==> config.mk <==
export PLATFORM = sky130hd
export DESIGN_NAME = kmap_sweeper_flat
export DESIGN_NICKNAME = d
export VERILOG_FILES = /design/src/rtl/kmap_sweeper_pkg.sv /design/src/rtl/kmap_sweeper_if.sv /design/src/rtl/kmap_sweeper_settle_timer.sv /design/src/rtl/kmap_sweeper.sv /design/src/flat_wrapper.sv
export SDC_FILE = /design/constraint.sdc
export NUM_CORES = 1
export LEC_CHECK = 0
export BUFFER_PORTS_ARGS = -buffer_cell sky130_fd_sc_hd__clkbuf_2
export CAP_MARGIN = 40
export CORE_MARGIN = 2
export CORE_UTILIZATION = 45
export DETAILED_ROUTE_END_ITERATION = 16
export GPL_TIMING_DRIVEN = 0
export REMOVE_ABC_BUFFERS = 1
export SETUP_SLACK_MARGIN = 0.5
export SYNTH_ARGS = -nofsm -noshare
export SYNTH_HDL_FRONTEND = slang
export SYNTH_SLANG_ARGS = --single-unit
==> constraint.sdc <==
create_clock -name clk -period 2.9 [get_ports clk]
set_input_delay 0.58 -clock clk [delete_from_list [all_inputs] [get_ports clk]]
set_output_delay 0.58 -clock clk [all_outputs]
set_load 0.02 [all_outputs]
==> src/rtl/kmap_sweeper_pkg.sv <==
// Shared types and constants for the K-map truth-table sweeper.
package kmap_sweeper_pkg;

  typedef enum logic [1:0] {
    IDLE   = 2'd0,
    WAIT   = 2'd1,
    SAMPLE = 2'd2,
    DONE   = 2'd3
  } state_e;

  localparam logic [15:0] KMAP_GOLDEN = 16'h6545;
  localparam int unsigned MINTERMS    = 16;
  localparam logic [3:0]  LAST_IDX    = 4'(MINTERMS - 1);

  // High when the sampled output disagrees with the golden table at this minterm.
  function automatic logic bit_differs(input logic [15:0] golden,
                                       input logic [3:0]  idx,
                                       input logic        f);
    return golden[idx] ^ f;
  endfunction

endpackage

==> src/rtl/kmap_sweeper_if.sv <==
// Handshake/result bundle between the sweeper and the K-map under test.
interface kmap_sweeper_if;

  logic        start;
  logic        a;
  logic        b;
  logic        c;
  logic        d;
  logic        f;
  logic        busy;
  logic        done;
  logic [15:0] table_out;
  logic        match;
  logic [4:0]  mismatch_cnt;

  modport master (
    input  start,
    input  f,
    output a,
    output b,
    output c,
    output d,
    output busy,
    output done,
    output table_out,
    output match,
    output mismatch_cnt
  );

  modport slave (
    output start,
    output f,
    input  a,
    input  b,
    input  c,
    input  d,
    input  busy,
    input  done,
    input  table_out,
    input  match,
    input  mismatch_cnt
  );

endinterface

==> src/rtl/kmap_sweeper_settle_timer.sv <==
// Loadable down-counter that times how long each minterm is held before sampling.
module kmap_sweeper_settle_timer #(
  parameter int unsigned W = 4
) (
  input  logic         clk_i,
  input  logic         rst_i,
  input  logic         load_i,
  input  logic [W-1:0] load_val_i,
  input  logic         dec_i,
  output logic         zero_o
);

  logic [W-1:0] cnt_q;
  logic [W-1:0] cnt_d;

  // Load has priority; decrement saturates at zero.
  always_comb begin
    cnt_d = cnt_q;
    if (load_i) begin
      cnt_d = load_val_i;
    end else if (dec_i && (cnt_q != {W{1'b0}})) begin
      cnt_d = cnt_q - {{(W-1){1'b0}}, 1'b1};
    end else begin
      cnt_d = cnt_q;
    end
  end

  always_ff @(posedge clk_i) begin
    if (rst_i) begin
      cnt_q <= {W{1'b0}};
    end else begin
      cnt_q <= cnt_d;
    end
  end

  assign zero_o = (cnt_q == {W{1'b0}});

endmodule

==> src/rtl/kmap_sweeper.sv <==
// Walks minterms 0..15 through an attached K-map, captures f into a truth table
// and compares it against a golden constant.
module kmap_sweeper
  import kmap_sweeper_pkg::*;
#(
  parameter int unsigned SETTLE   = 1,
  parameter logic [15:0] EXPECTED = KMAP_GOLDEN
) (
  input  logic           clk,
  input  logic           rst,
  kmap_sweeper_if.master bus
);

  localparam logic [1:0] S_IDLE   = IDLE;
  localparam logic [1:0] S_WAIT   = WAIT;
  localparam logic [1:0] S_SAMPLE = SAMPLE;
  localparam logic [1:0] S_DONE   = DONE;

  localparam logic [3:0] SETTLE_LOAD = 4'(SETTLE - 1);

  logic [1:0]  state_q,    state_d;
  logic [3:0]  idx_q,      idx_d;
  logic [15:0] work_tbl_q, work_tbl_d;
  logic [4:0]  work_cnt_q, work_cnt_d;
  logic [3:0]  abcd_q,     abcd_d;
  logic        busy_q,     busy_d;
  logic        done_q,     done_d;
  logic [15:0] table_q,    table_d;
  logic        match_q,    match_d;
  logic [4:0]  mcnt_q,     mcnt_d;

  logic        load_s;
  logic        dec_s;
  logic        zero_s;

  kmap_sweeper_settle_timer #(
    .W (4)
  ) u_settle_timer (
    .clk_i      (clk),
    .rst_i      (rst),
    .load_i     (load_s),
    .load_val_i (SETTLE_LOAD),
    .dec_i      (dec_s),
    .zero_o     (zero_s)
  );

  // Sequencer next-state, working table capture and result publication.
  always_comb begin
    state_d    = state_q;
    idx_d      = idx_q;
    work_tbl_d = work_tbl_q;
    work_cnt_d = work_cnt_q;
    table_d    = table_q;
    match_d    = match_q;
    mcnt_d     = mcnt_q;
    load_s     = 1'b0;
    dec_s      = 1'b0;

    case (state_q)
      S_IDLE: begin
        if (bus.start) begin
          idx_d      = 4'd0;
          load_s     = 1'b1;
          work_tbl_d = 16'h0000;
          work_cnt_d = 5'd0;
          state_d    = S_WAIT;
        end else begin
          state_d    = S_IDLE;
        end
      end
      S_WAIT: begin
        if (zero_s) begin
          state_d = S_SAMPLE;
        end else begin
          dec_s   = 1'b1;
        end
      end
      S_SAMPLE: begin
        work_tbl_d[idx_q] = bus.f;
        work_cnt_d        = work_cnt_q + {4'd0, bit_differs(EXPECTED, idx_q, bus.f)};
        if (idx_q == LAST_IDX) begin
          state_d = S_DONE;
        end else begin
          idx_d   = idx_q + 4'd1;
          load_s  = 1'b1;
          state_d = S_WAIT;
        end
      end
      S_DONE: begin
        table_d = work_tbl_q;
        mcnt_d  = work_cnt_q;
        match_d = (work_cnt_q == 5'd0);
        state_d = S_IDLE;
      end
      default: begin
        state_d = S_IDLE;
      end
    endcase

    // Outputs are registered from the next state so they line up with it.
    abcd_d = (state_d == S_IDLE) ? 4'd0 : idx_d;
    busy_d = (state_d != S_IDLE);
    done_d = (state_d == S_DONE);
  end

  always_ff @(posedge clk) begin
    if (rst) begin
      state_q    <= S_IDLE;
      idx_q      <= 4'd0;
      work_tbl_q <= 16'h0000;
      work_cnt_q <= 5'd0;
      abcd_q     <= 4'd0;
      busy_q     <= 1'b0;
      done_q     <= 1'b0;
      table_q    <= 16'h0000;
      match_q    <= 1'b0;
      mcnt_q     <= 5'd0;
    end else begin
      state_q    <= state_d;
      idx_q      <= idx_d;
      work_tbl_q <= work_tbl_d;
      work_cnt_q <= work_cnt_d;
      abcd_q     <= abcd_d;
      busy_q     <= busy_d;
      done_q     <= done_d;
      table_q    <= table_d;
      match_q    <= match_d;
      mcnt_q     <= mcnt_d;
    end
  end

  assign bus.a            = abcd_q[3];
  assign bus.b            = abcd_q[2];
  assign bus.c            = abcd_q[1];
  assign bus.d            = abcd_q[0];
  assign bus.busy         = busy_q;
  assign bus.done         = done_q;
  assign bus.table_out    = table_q;
  assign bus.match        = match_q;
  assign bus.mismatch_cnt = mcnt_q;

endmodule
==> src/flat_wrapper.sv <==
// flat-port wrapper written by rule: the top's interface ports become plain ports
module kmap_sweeper_flat import kmap_sweeper_pkg::*;
#(
  parameter int unsigned SETTLE   = 1,
  parameter logic [15:0] EXPECTED = KMAP_GOLDEN
)
  (clk, rst, bus_start, bus_f, bus_a, bus_b, bus_c, bus_d, bus_busy, bus_done, bus_table_out, bus_match, bus_mismatch_cnt);
  kmap_sweeper_if bus_i ();
  input  logic clk;
  input  logic rst;
  input wire logic [$bits(bus_i.start)-1:0] bus_start;
  input wire logic [$bits(bus_i.f)-1:0] bus_f;
  output wire logic [$bits(bus_i.a)-1:0] bus_a;
  output wire logic [$bits(bus_i.b)-1:0] bus_b;
  output wire logic [$bits(bus_i.c)-1:0] bus_c;
  output wire logic [$bits(bus_i.d)-1:0] bus_d;
  output wire logic [$bits(bus_i.busy)-1:0] bus_busy;
  output wire logic [$bits(bus_i.done)-1:0] bus_done;
  output wire logic [$bits(bus_i.table_out)-1:0] bus_table_out;
  output wire logic [$bits(bus_i.match)-1:0] bus_match;
  output wire logic [$bits(bus_i.mismatch_cnt)-1:0] bus_mismatch_cnt;
  assign bus_i.start = bus_start;
  assign bus_i.f = bus_f;
  assign bus_a = bus_i.a;
  assign bus_b = bus_i.b;
  assign bus_c = bus_i.c;
  assign bus_d = bus_i.d;
  assign bus_busy = bus_i.busy;
  assign bus_done = bus_i.done;
  assign bus_table_out = bus_i.table_out;
  assign bus_match = bus_i.match;
  assign bus_mismatch_cnt = bus_i.mismatch_cnt;
  kmap_sweeper #(.SETTLE(SETTLE), .EXPECTED(EXPECTED)) u_core (.clk(clk), .rst(rst), .bus(bus_i));
endmodule
### After elaboration in Yosys (flattened, before gate mapping)

Memory sizes are Yosys's and may differ from the RTL's. A register that Yosys moved wholly into a read port is not among the register bits.
Cells that the tools add are included.

* register bits: 59
* logic and storage cells: 57
* input port bits: 4
* memories: 1
* output and inout bits: 28
* memory bits (read-only): 16

* eq/ne operators: 6
* mux-type cells: 21
* bitwise operators: 1
* add/sub/neg operators: 3
* $lt $le $gt $ge: 2
* reductions and logical operators: 12

Memory list
* (no name shown): depth 16, bits a word 1, read ports 1, clocked after Yosys merged registers in 1, wr ports 0, RTL line kmap_sweeper_pkg.sv:19 `return golden[idx] ^ f;`

Operators with widths (number)
* $pmux W16 S2: 1
* $bwmux W16: 1
* $mux W16: 1
* $mux W4: 3
* $pmux W5 S2: 1
* $pmux W2 S4: 1
* $pmux W4 S2: 1
* $mux W1: 7
* $eq A2 B2 Y1 const B: 3
* $add A5 B1 Y5: 1
* $logic_not A5 Y1: 1
* $lt A4 B5 Y1 const B: 1
* $mux W5: 1
* $add A4 B1 Y4 const B: 1
* $demux W1 S4: 1
* $eq A4 B4 Y1 const B: 1
* $ge A4 B1 Y1 const B: 1
* $logic_not A2 Y1: 2
* $logic_not A4 Y1: 1
* $mux W2: 2
* $reduce_bool A2 Y1: 2
* $reduce_bool A4 Y1: 1
* $reduce_or A2 Y1: 2
* $sub A4 B1 Y4 const B: 1
* 6 further kinds: 7

### Longest topological paths before layout

Gate-level depths: netlist (run 1).

* word-level depth: 6
* mapped depth: 11
* depth with buffers taken out: 10

### Cells and area by module

A second synthesis (run 1) with hierarchy kept.

* cells, all modules: 324
* area total of the unflattened synthesis: 2627.5 µm²

Modules (own cells, without submodules)
* kmap_sweeper: seq. area each 1121.1 µm², cells an instance 295, area each 2364.8 µm², instances 1
* kmap_sweeper_settle_timer: seq. area each 80.1 µm², cells an instance 29, area each 262.8 µm², instances 1

### Least setup slack after synthesis (run 1)

OpenSTA, ideal clock, no wires.

* kind: reg-to-reg
* start point: reg u_core.idx_q[1]
* end point: reg with a tool-made name
* clock period less this slack: 2114 ps
* path buffers: 1
* slack: 786 ps
* stages on the path, launching flop included: 11
* data required time: 2778 ps
* data arrival time: 1992 ps
* library setup time: 122 ps
* cell sequence: dfxtp_1 ha_1 and3_1 buf_6 or3_4 a31oi_4 inv_1 ha_1 inv_1 mux2i_1 mux2i_1

RTL lines
* from (decl): RTL line kmap_sweeper.sv:22 `logic [3:0] idx_q, idx_d;`
* from (signal assigned): RTL line kmap_sweeper.sv:120 `idx_q <= idx_d;`

==> results of run 1 <==
[cell usage after synthesis (3+ instances only)]
| library cell | count |
|---|---|
| ha_1 | 8 |
| clkbuf_1 | 12 |
| a21boi_0 | 15 |
| nor2_1 | 18 |
| a21oi_1 | 46 |
| xnor2_1 | 3 |
| nand4_1 | 3 |
| dfxtp_1 | 60 |
| buf_1 | 3 |
| inv_1 | 8 |
| o21ai_0 | 16 |
| a22oi_1 | 4 |
| nand2_1 | 50 |
| nor3_1 | 3 |
| buf_4 | 3 |
| or2_2 | 3 |
| nand3_1 | 20 |
[logic make-up (layout without fill, tap and decap cells)]
logic type / count (synthesis) / count (layout) / synth area share, %
simple gates: 118 / 118 / 22.3
compound gates: 85 / 85 / 19.4
flops: 60 / 60 / 46.5
buf+inv: 30 / 55 / 5.47
fa+ha+maj: 8 / 8 / 3.87
xor+xnor: 5 / 5 / 1.70
mux: 2 / 2 / 0.775
[per-layer routing]
layer  part of all wire (%)  wire length (um)  global-route usage [%]  up-vias
li1                       -                 -                       -     1095
met1                     52              2750                    24.9      990
met2                     43              2310                    29.0       28
met3                    2.7               141                    4.19       10
met4                    2.1               111                    10.8        0
met5                      0                 0                       0        -
[worst max-delay path: stages (launching register included)]
cell and delay, ns:
dfxtp_2 0.39, ha_4 0.21, and3_2 0.28, or3_4 0.39
a31oi_4 0.22, inv_1 0.06, ha_1 0.27, inv_1 0.03
mux2i_1 0.15, mux2i_1 0.11
[sequential cells by signal, summed over array words and instances (netlist names), 2 cells and up, named ones only]
signal,flops
u_core.bus.table_out,16
u_core.work_tbl_q,16
u_core.bus.mismatch_cnt,5
u_core.work_cnt_q,5
u_core.abcd_q,4
u_core.idx_q,4
u_core.u_settle_timer.cnt_q,4
u_core.state_q,2
[per-stage QoR]
step / power, W / setup WS (ns) / cell area, um^2 / hold slack (ns) / utilization (%)
floorplan: 0.000898 / 0.279 / 2470 / 0.422 / -
global placement: 0.000931 / -0.898 / 2720 / 0.441 / 49.1
detailed placement: 0.000935 / 0.318 / 2740 / 0.446 / 49.5
CTS: 0.00164 / 0.501 / 2940 / 0.452 / 53.1
global route: 0.00169 / 0.572 / 2960 / 0.470 / 53.4
finish: 0.00162 / 0.661 / 2960 / 0.449 / 53.4
[final timing paths]
check	from	to	depth (start not counted)
setup / recovery	u_core.idx_q[0]	flip-flop	9
hold / removal	u_core.work_tbl_q[10]	u_core.bus.table_out[10]	2
setup reg to reg	u_core.idx_q[0]	flip-flop	9
hold reg to reg	u_core.work_tbl_q[10]	u_core.bus.table_out[10]	2
[cells in the final DEF (no fill, tap or decap), drive strengths merged]
cell type,instances
xnor2,3
nand3,20
dfxtp,60
nor2,19
and2b,1
a211oi,1
inv,8
and2,3
nor4,1
and3,2
ha,8
xor2,2
nand4,3
or4,1
nor3,3
buf,1
a21oi,46
a31oi,1
clkinv,1
or2,3
nand2,50
nand3b,2
a22oi,4
nor3b,1
o21ai,16
a21boi,15
mux2i,2
nor2b,4
clkbuf,45
or3,3
a41o,1
a22o,1
nand2b,2
[final cells by class]
type	instances	area, um^2	share of cell area (%)
multi-input cells	218	1270	43.0
inverters	8	30.0	1.01
clock buffers	14	183	6.17
flip-flops and latches	60	1200	40.7
repair buffers	32	175	5.92
well taps	72	90.1	3.04
clock inverters	1	5.00	0.169
[where the power goes]
group	total, W	switching (W)	leakage (nW)	internal (W)
combinational	0.0000768	0.0000522	0.499	0.0000247
clock	0.000703	0.000305	0.0986	0.000398
sequential	0.000842	0.0000112	0.485	0.000830
==> metrics.yaml, run 1 <==
power_density_mw_per_mm2: 548
drive_above_1_share_pct: 19.2
htree_num_levels: 3
track_usage_pct: 19.0
post_cts_buffers: 0
status: "finished, final reports clean"
gr-total-overflow: 0
cts_buffers: 9
cap_viol_max_count: 0
cp_max_fo: 10
slew_violations: 0
start_util_pct: 46.6
peakVddDrop_uv: 349
core_mm2: 0.00554
synth_top_area_cell: "dfxtp_1"
ios: 32
path_class: "flip-flop to flip-flop"
fillers: 580
die-area_mm2: 0.00636
hold_viol: 0
vias_per_cell: 5.24
synth-edff-count: 0
io_buffer_count: 31
die_x_um: 79.8
wire_per_inst_um: 13.1
clock.fmax_mhz: 447
grt_pass1_wl_um: 9390
grt_pass1_vias: 2033
crit_path_end_kind: "flip-flop"
synth_flop_cell: "dfxtp_1"
clk_pin_slew_ns: 0.06
ys_seq_area_share_pct: 46.5
post-place-cells: 390
cts_tree: "done"
grt_antenna_before_repair: 0
hpwl_um: 3400
num_rows: 27
totalWireLength_um: 5310
finalNonFillerCells: 405
setup-tns-final_ns: 0
clock_sinks: 60
fin_crit_ns: 2.24
yosysWarnings: 0
netlist_instances: 308
ys_top_cells_by_area: "dfxtp_1, a21oi_1, nand2_1"
synthToLayoutAreaGrowth_pct: 14.5
setup_viol: 0
yosysTopAreaCellShare_pct: 46.5
syn_avg_cell_area_um2: 8.39
drtIter0Drc: 112
nets: 341
fin_crit_sh_pct: 77.2
via_count: 2123
async_flop_share_pct: 0
arrival_ns: 2.45
leakage_nw: 1.08
cts_resized: 4
cts_hold_buf: 0
dr.pass1.iters: 4
reg2reg_slack_ns: 0.66
final_antenna_net_count: 0
cts_buffer_depth: 2
required_ns: 3.11
skew_ns: 0.00468
synth_seq_cells: 60
die_h_um: 79.8
grt_max_degree: 38
tightest_slew_ns: 0.853
antenna_cells: 0
clock-root-buffer: "clkbuf_8"
rsz0062_at_grt: "no"
gp_congestion: 0.779
holdCritPathClass: "flip-flop to flip-flop"
drc: 0
ys_types: 40
syn_area_mm2: 0.00258
startpoint_type: "flip-flop"
relSlewSlack_pct: 43.0
clk-insertion-delay-late_ns: 0.33
Power figures use the tool's default switching activity.
==> inputs of run 2 (changes only) <==
Clock period 2.9 ns to 2.2 ns, I/O delays scaled along.
==> run 2 against run 1 <==
Compared with the run above: critical path depth stayed put; clock skew up 0.00079 ns; core utilization up 2.3 points; first-iteration DRC count increased by 4.5%; sequential cell count is the same; combinational power grew 50%; global-route usage increased by 0.86 points; maximum frequency rose by 13%; count of clock-buffer cells in the layout unchanged; wire length up 6.7%; die area is the same; non-clock buffer count increased by 12; critical path type unchanged; largest cell class unchanged.
==> metrics.yaml, run 2 (same netlist as run 1, synthesis figures left out) <==
status: "finished, final reports clean"  # unchanged
slowest_stage: "dfxtp_4"  # was dfxtp_2
cts_tree: "done"  # unchanged
cts_buffers: 9  # unchanged
gp_congestion: 0.779  # unchanged
wire_per_inst_um: 13.6  # was 13.1 um
path_cells: "ha_4 -> and3_4 -> or3_4 -> a31oi_4 -> inv_1 -> ha_1 -> inv_1 -> mux2i_1 -> mux2i_1"  # was ha_4 -> and3_2 -> or3_4 -> a31oi_4 -> inv_1 -> ha_1 -> inv_1 -> mux2i_1 -> mux2i_1
clk-insertion-delay-late_ns: 0.33  # about the same
die_x_um: 79.8  # unchanged
stdcell_area_mm2: 0.00309  # was 0.00296 mm^2
grt_antenna_before_repair: 0  # unchanged
clock.fmax_mhz: 506  # was 447 MHz
synthToLayoutAreaGrowth_pct: 19.4  # was 14.5%
fin_crit_sh_pct: 89.8  # was 77.2%
clock-root-buffer: "clkbuf_8"  # unchanged
skew_ns: 0.00547  # was 0.00468 ns
drtIter0Drc: 117  # was 112
grt_pass1_wl_um: 9760  # was 9390 um
hpwl_um: 3400  # unchanged
ios: 32  # unchanged
drive_above_1_share_pct: 24.6  # was 19.2%
setup-tns-final_ns: 0  # unchanged
grt_pass1_vias: 2082  # was 2033
fin_util_pct: 55.7  # was 53.4%
die-area_mm2: 0.00636  # unchanged
leakage_nw: 1.15  # was 1.08 nW
via_count: 2219  # was 2123
required_ns: 2.41  # was 3.11 ns
final_antenna_net_count: 0  # unchanged
place_area_mm2: 0.00274  # unchanged
cts_buffer_depth: 2  # unchanged
clock_sinks: 60  # unchanged
design_power_total_w: 0.00215  # was 0.00162 W
dr.pass1.iters: 4  # unchanged
path_class: "flip-flop to flip-flop"  # unchanged
relSlewSlack_pct: 65.0  # was 43.0%
track_usage_pct: 19.9  # was 19.0%
rsz0062_at_grt: "yes"  # was no
final_cell_mix: "dfxtp_1, nand2_1, a21oi_1"  # unchanged
totalWireLength_um: 5670  # was 5310 um
crit_buf_inv: 2  # unchanged
fillers: 563  # was 580
crit_path_end_kind: "flip-flop"  # unchanged
cts_hold_buf: 0  # unchanged
drc: 0  # unchanged
num_rows: 27  # unchanged
cp_max_fo: 4  # was 10
holdCritPathClass: "primary input to flip-flop"  # was flip-flop to flip-flop
fin_crit_ns: 1.98  # was 2.24 ns
peakVddDrop_uv: 455  # was 349 uV
cap_viol_max_count: 0  # unchanged
die_h_um: 79.8  # unchanged
grt_max_degree: 38  # unchanged
cp_top_family: "simple AND/OR/NAND/NOR gates"  # unchanged
slew_violations: 0  # unchanged
arrival_ns: 2.19  # was 2.45 ns
tightest_slew_ns: 0.524  # was 0.853 ns
htree_num_levels: 3  # unchanged
gr-total-overflow: 0  # unchanged
setup_viol: 0  # unchanged
slowest_delay_ns: 0.37  # was 0.39 ns
hold_viol: 0  # unchanged
antenna_cells: 0  # unchanged
layout_commonest_cell: "dfxtp_1"  # unchanged
core_mm2: 0.00554  # unchanged
io_buffer_count: 31  # unchanged
power_density_mw_per_mm2: 696  # was 548 mW/mm^2
start_util_pct: 46.6  # unchanged
nets: 354  # was 341
startpoint_type: "flip-flop"  # unchanged
clk_pin_slew_ns: 0.06  # about the same
vias_per_cell: 5.31  # was 5.24
[run 2: cell count changes in the layout (fill, tap and decap cells not counted), sizes merged]
cell   delta
o21ai     +1
buf      +12
[run 2: final timing paths]
path,depth (start not counted),from,slack (ns),to
worst max register to register,9,u_core.idx_q[0],0.22,flip-flop
worst max-delay path,9,u_core.idx_q[0],0.22,flip-flop
worst min register to register,2,u_core.work_tbl_q[10],0.45,u_core.bus.table_out[10]
worst min-delay path,3,bus_f,0.39,u_core.work_tbl_q[7]
[run 2: metrics by stage]
stage | setup WS, ns | hold WS (ns) | cells
5_1_grt | 0.161 | 0.402 | 418
2_1_floorplan | -0.362 | 0.422 | 286
3_5_place_dp | -0.355 | 0.446 | 390
3_3_place_gp | -1.60 | 0.441 | 389
6_report | 0.224 | 0.390 | 418
4_1_cts | 0.248 | 0.371 | 414
[run 2: report_power, final]
part	internal, W	switching (W)
combinational	0.0000394	0.0000759
sequential	0.00109	0.0000142
clock	0.000525	0.000402
[run 2: repair_timing]
| action | 4_1_cts | 5_1_grt |
|---|---|---|
| pin swaps | 3 | 6 |
| endpoints found under the hold margin | 0 | 0 |
| resized for setup | 16 | 7 |
| buffers inserted | 8 | 4 |
| endpoints found under the setup margin | 58 | 17 |
| cloned | 1 | 0 |
[run 2: tightest hold or removal path, stage by stage]
cell,delay (ns)
clkbuf_2,0.12
nand2_1,0.06
a21oi_1,0.05
[run 2: final cells by class]
| cell class | count | area (um^2) | share of cell area [%] |
|---|---|---|---|
| Tap cell | 72 | 90.1 | 2.92 |
| Clock buffer | 14 | 183 | 5.92 |
| Timing Repair Buffer | 44 | 273 | 8.84 |
| Inverter | 8 | 30.0 | 0.973 |
| Multi-Input combinational cell | 219 | 1290 | 41.8 |
| Clock inverter | 1 | 5.00 | 0.162 |
| Sequential cell | 60 | 1220 | 39.4 |
[run 2: per-layer routing]
| layer | GRT usage, % | up-vias | part of all wire, % |
|---|---|---|---|
| met5 | 0 | - | 0 |
| met1 | 26.5 | 1049 | 50 |
| met3 | 4.19 | 11 | 3.6 |
| met2 | 29.7 | 39 | 44 |
| met4 | 11.7 | 0 | 2.1 |
| li1 | - | 1120 | - |
